===== src/rtl/hazard_pkg.sv =====
// Shared definitions for the pipeline sequencing controller:
// state encoding, register-index width and nop encoding.
package hazard_pkg;

  localparam int REG_W = 5;
  localparam logic [REG_W-1:0] REG_ZERO = 5'd0;
  localparam logic [31:0] NOP_INSTR = 32'h0000_0000;

  // Wide enough for DRAIN_CYCLES up to 15 and LOAD_STALL_CYCLES up to 3
  localparam int SEQ_W = 4;

  typedef enum logic [1:0] {
    ST_RUN   = 2'd0,
    ST_STALL = 2'd1,
    ST_DRAIN = 2'd2,
    ST_HALT  = 2'd3
  } state_e;

endpackage


===== src/rtl/sat_counter.sv =====
// Event counter that sticks at all-ones instead of wrapping.
module sat_counter #(
  parameter int W = 16
) (
  input  logic         clk,
  input  logic         rst_n,
  input  logic         en,
  output logic [W-1:0] count
);

  // count enabled events, holding once the maximum is reached
  always_ff @(posedge clk or negedge rst_n) begin
    if (!rst_n) begin
      count <= '0;
    end else if (en && (count != {W{1'b1}})) begin
      count <= count + {{(W-1){1'b0}}, 1'b1};
    end else begin
      count <= count;
    end
  end

endmodule


===== src/rtl/pipeline_hazard_ctrl.sv =====
// Stall/bubble/flush sequencing for the 5-stage pipeline: load-use
// interlock, MEM-resolved branch flush, and halt/drain/resume.
module pipeline_hazard_ctrl
  import hazard_pkg::*;
#(
  parameter int LOAD_STALL_CYCLES = 1,
  parameter int DRAIN_CYCLES      = 4,
  parameter int CNT_W             = 16
) (
  input  logic             clk,
  input  logic             rst_n,
  input  logic [REG_W-1:0] id_rs,
  input  logic [REG_W-1:0] id_rt,
  input  logic             id_uses_rt,
  input  logic             ex_mem_read,
  input  logic [REG_W-1:0] ex_rt,
  input  logic             mem_pcsrc,
  input  logic             halt_req,
  input  logic             resume,
  output logic             pc_write,
  output logic             if_id_write,
  output logic             id_ex_bubble,
  output logic             if_id_flush,
  output logic             id_ex_flush,
  output logic             ex_mem_flush,
  output logic             halted,
  output logic [1:0]       state,
  output logic [CNT_W-1:0] stall_count,
  output logic [CNT_W-1:0] flush_count
);

  state_e           state_r;
  state_e           state_nxt_s;
  logic [SEQ_W-1:0] seq_cnt_r;
  logic [SEQ_W-1:0] seq_cnt_nxt_s;
  logic             rs_match_s;
  logic             rt_match_s;
  logic             hazard_s;
  logic             stall_inc_s;
  logic             flush_inc_s;

  // r0 is hard-wired, so a load targeting it can never create a dependence
  assign rs_match_s = (ex_rt == id_rs);
  assign rt_match_s = id_uses_rt && (ex_rt == id_rt);
  assign hazard_s   = ex_mem_read && (ex_rt != REG_ZERO) && (rs_match_s || rt_match_s);

  // Mealy output decode and next-state selection; taken branch dominates
  always_comb begin
    pc_write      = 1'b1;
    if_id_write   = 1'b1;
    id_ex_bubble  = 1'b0;
    if_id_flush   = 1'b0;
    id_ex_flush   = 1'b0;
    ex_mem_flush  = 1'b0;
    halted        = 1'b0;
    state_nxt_s   = state_r;
    seq_cnt_nxt_s = seq_cnt_r;

    if (mem_pcsrc && (state_r != ST_HALT)) begin
      if_id_flush   = 1'b1;
      id_ex_flush   = 1'b1;
      ex_mem_flush  = 1'b1;
      state_nxt_s   = ST_RUN;
      seq_cnt_nxt_s = '0;
    end else begin
      case (state_r)
        ST_RUN: begin
          if (hazard_s) begin
            pc_write     = 1'b0;
            if_id_write  = 1'b0;
            id_ex_bubble = 1'b1;
            if (LOAD_STALL_CYCLES > 1) begin
              state_nxt_s   = ST_STALL;
              seq_cnt_nxt_s = SEQ_W'(LOAD_STALL_CYCLES - 1);
            end else begin
              state_nxt_s   = ST_RUN;
            end
          end else if (halt_req) begin
            pc_write      = 1'b0;
            if_id_flush   = 1'b1;
            state_nxt_s   = ST_DRAIN;
            seq_cnt_nxt_s = SEQ_W'(DRAIN_CYCLES);
          end else begin
            state_nxt_s = ST_RUN;
          end
        end
        ST_STALL: begin
          pc_write     = 1'b0;
          if_id_write  = 1'b0;
          id_ex_bubble = 1'b1;
          if (seq_cnt_r <= SEQ_W'(1)) begin
            state_nxt_s   = ST_RUN;
            seq_cnt_nxt_s = '0;
          end else begin
            seq_cnt_nxt_s = seq_cnt_r - SEQ_W'(1);
          end
        end
        ST_DRAIN: begin
          pc_write     = 1'b0;
          if_id_write  = 1'b0;
          id_ex_bubble = 1'b1;
          if (seq_cnt_r <= SEQ_W'(1)) begin
            state_nxt_s   = ST_HALT;
            seq_cnt_nxt_s = '0;
          end else begin
            seq_cnt_nxt_s = seq_cnt_r - SEQ_W'(1);
          end
        end
        ST_HALT: begin
          pc_write     = 1'b0;
          if_id_write  = 1'b0;
          id_ex_bubble = 1'b1;
          halted       = 1'b1;
          if (resume) begin
            state_nxt_s = ST_RUN;
          end else begin
            state_nxt_s = ST_HALT;
          end
        end
        default: begin
          state_nxt_s   = ST_RUN;
          seq_cnt_nxt_s = '0;
        end
      endcase
    end
  end

  // sequencing state and its cycle counter
  always_ff @(posedge clk or negedge rst_n) begin
    if (!rst_n) begin
      state_r   <= ST_RUN;
      seq_cnt_r <= '0;
    end else begin
      state_r   <= state_nxt_s;
      seq_cnt_r <= seq_cnt_nxt_s;
    end
  end

  assign state = state_r;

  // Drain bubbles are excluded: only interlock bubbles count as stalls
  assign stall_inc_s = id_ex_bubble && ((state_r == ST_RUN) || (state_r == ST_STALL));
  assign flush_inc_s = ex_mem_flush;

  sat_counter #(.W(CNT_W)) u_stall_cnt (
    .clk   (clk),
    .rst_n (rst_n),
    .en    (stall_inc_s),
    .count (stall_count)
  );

  sat_counter #(.W(CNT_W)) u_flush_cnt (
    .clk   (clk),
    .rst_n (rst_n),
    .en    (flush_inc_s),
    .count (flush_count)
  );

endmodule


===== config.mk =====
export PLATFORM = sky130hd
export DESIGN_NAME = pipeline_hazard_ctrl
export DESIGN_NICKNAME = d
export VERILOG_FILES = /design/src/rtl/hazard_pkg.sv /design/src/rtl/sat_counter.sv /design/src/rtl/pipeline_hazard_ctrl.sv
export SDC_FILE = /design/constraint.sdc
export NUM_CORES = 1
export LEC_CHECK = 0
export CAP_MARGIN = 10
export CORE_ASPECT_RATIO = 0.5
export CORE_MARGIN = 4
export CORE_UTILIZATION = 50
export CTS_CLUSTER_DIAMETER = 100
export CTS_CLUSTER_SIZE = 20
export DETAILED_ROUTE_END_ITERATION = 6
export GPL_TIMING_DRIVEN = 0
export HOLD_SLACK_MARGIN = 0.1
export MAX_ROUTING_LAYER = met4
export PLACE_DENSITY_LB_ADDON = 0.12
export SETUP_SLACK_MARGIN = 0.5
export SLEW_MARGIN = 0
export SYNTH_ARGS = -nofsm -noshare
export SYNTH_HDL_FRONTEND = slang
export SYNTH_SLANG_ARGS = --single-unit
export TNS_END_PERCENT = 20

===== constraint.sdc =====
create_clock -name clk -period 5.64 [get_ports clk]
set_input_delay 1.128 -clock clk [delete_from_list [all_inputs] [get_ports clk]]
set_output_delay 1.128 -clock clk [all_outputs]
set_load 0.1 [all_outputs]

==> metrics.yaml <==
rr_startpoint: "state[0]$_DFFE_PN0P_"
ys_seq_area_share_pct: 45.7
synthArstFlopShare_pct: 100
place_area_sq_um: 2780
avgRoutedWirePerCell_microns: 14.3
clock_tree.root_cell: "clkbuf_8"
path_max_fanout: 3
utilization_pct: 73.3
fin_crit_ns: 4.98
tns_ns: 0
ant_nets: 0
numCtsBuffers: 5
htreeDepth: 2
synthesis.area_sq_um: 2080
min_period_over_period_pct: 88.4
yosys_warnings: 0
final_cell_mix: "61 x clkdlybuf4s50_1, 38 x dfrtp_1, 21 x nand2_1, 20 x xnor2_1, 17 x xor2_1"
first_pass_iters: 4
crit_path_start_kind: "input port"
worst-r2r-cell-count: 7
grt_pass1_vias: 1736
status: "complete, no violations"
antenna_found_initial: 0
cts_hold_buffers: 0
syn_nets: 239
fin_cells: 332
holdPathStages: 1
crit_type: "input port to output pin"
cellLeakagePower_nw: 1.26
cts_tree: "done"
grt_pass1_wl_microns: 7940
grtUsageTotal_pct: 19.5
maxCapViolCount: 0
crit_arrival_ns: 3.86
crit_required_ns: 4.51
p_per_area_nw_per_um2: 359
tightest_slew_ns: 1.00
via_per_inst: 5.36
synth_edf_count: 0
crit_path_end_kind: "output pin"
grt_max_degree: 39
finalWorstSetupSlack_ns: 0.657
numPortBuffers: 62
wl_met2_microns: 2170
peakVddDrop_uv: 512
post_cts_buffers: 0
synth_cell_type_count: 35
place_ws_ns: 0.659
rsz0062_at_grt: "no"
highest_layer: "met4"
rows: 16
ys.flop_type: "dfrtp_1"
yosys.area.top_type: "dfrtp_1"
yosys.area.top_type_share_pct: 45.7
drv_slew: 0
wl_met3_microns: 276
fmaxAchievable_mhz: 201
gp_congestion: 0.831
drt_wl_total_microns: 4740
dp_hpwl_microns: 3540
insertion_delay_ns: 0.29
min_path_type: "flop to flop"
synth_area_leaders: "dfrtp_1 46%, xnor2_1 8.4%, xor2_1 7.2%"
io_pins: 63
diodes: 0
die_x_microns: 99.2
vias: 1779
relSlewSlack_pct: 32.9
final_common_cell: "clkdlybuf4s50_1"
drtIter0Drc: 82
finalHoldViolations: 0
die_h_microns: 53.6
clk_path_buf_depth: 2
overflow: 0
ys_ff_latch: 38
hold_path_end: "u_stall_cnt.count[11]$_DFFE_PN0P_"
core-area_sq_um: 3940
avgSynthCellArea_sq_um: 10.0
syn_inst: 208
die-area_sq_um: 5320
stdcell_area_sq_um: 2890
area_growth_pct: 38.9
start_util_pct: 52.7
drive_gt1_share_pct: 7.55
hp-start: "u_stall_cnt.count[11]$_DFFE_PN0P_"
clock-sinks: 38
cts.repair.resized: 0
drc: 0
clk_transition_reported_paths_ns: 0.07
r2r-end: "u_flush_cnt.count[15]$_DFFE_PN0P_"
clock_skew_ns: 0.00403
setup_violations: 0
dp.cells: 324
ff2ff_setup_slack_ns: 3.29
nNetsFinal: 308
routedLengthMet1_microns: 2270
## Yosys cell counts, drive strengths merged (2+ instances only)
cell,number
buf,2
ha,9
nand4,10
o21a,2
nor2b,3
or4,2
nor2,8
nand2,21
xnor2,20
and3,4
a21oi,4
nand3,10
inv,9
xor2,17
and4,3
o31ai,2
dfrtp,38
a31oi,2
clkbuf,3
mux2,5
nand2b,3
nor3,12
nor4,5
o21ai,4
## kinds of logic (layout without fill, tap and decap cells)
kind of cell,Yosys count,after routing,synth area share (%)
XOR/XNOR,37,37,15.6
flip-flops,38,38,45.7
AND/OR/NAND/NOR,86,86,21.8
adder cells (fa/ha/maj),9,9,5.42
AO/OA/AOI/OAI,19,19,6.02
multiplexers,5,5,2.71
buffers and inverters,14,84,2.77
## metrics by stage
stage | hold slack (ns) | power (W)
3_5_place_dp | 0.483 | 0.000820
3_3_place_gp | 0.480 | 0.000812
4_1_cts | 0.495 | 0.00105
5_1_grt | 0.522 | 0.00109
2_1_floorplan | 0.464 | 0.000698
6_report | 0.491 | 0.00104
## power by group
part | leakage (nW) | internal (W) | total [W] | switching [W]
Clock | 0.0579 | 0.000130 | 0.000225 | 0.0000948
Combinational | 0.692 | 0.000123 | 0.000462 | 0.000340
Sequential | 0.509 | 0.000308 | 0.000351 | 0.0000431
## worst max path at each step
stage,start,to,slack (ns),cells past startpoint
3_3_place_gp,ex_rt[0],pc_write,0.67,7
4_1_cts,ex_rt[0],pc_write,0.65,7
3_5_place_dp,ex_rt[0],pc_write,0.66,7
6_report,ex_rt[0],pc_write,0.66,7
2_1_floorplan,state[1]$_DFFE_PN0P_,if_id_write,0.65,5
5_1_grt,ex_rt[0],pc_write,0.57,7
## metal layers
layer / up-vias / track usage (%)
li1: 869 / -
met1: 852 / 24.5
met2: 53 / 31.3
met3: 5 / 5.30
met4: 0 / 6.12
met5: - / -
## final cells by class
cell class / instances / area, sq um
buffer: 5 / 23.8
tap: 54 / 67.6
multi-input combinational: 156 / 1090
timing repair buffer: 62 / 616
clock buffer: 5 / 68.8
clock inverter: 3 / 40.0
fill: 302 / 1050
sequential: 38 / 951
inverter: 9 / 33.8
## state kept, by name, indices dropped and copies added, names as in the netlist
signal / count
u_flush_cnt.count: 16
u_stall_cnt.count: 16
seq_cnt_r: 4
state: 2
## worst max-delay path: stages
cell and delay [ns]:
clkdlybuf4s50_1 0.47, or4_1 0.54, o21a_1 0.22, nand2_1 0.16, a21oi_4 0.09, a21oi_2 0.11
clkdlybuf4s50_1 1.14
(Power assumes the default switching activity.)
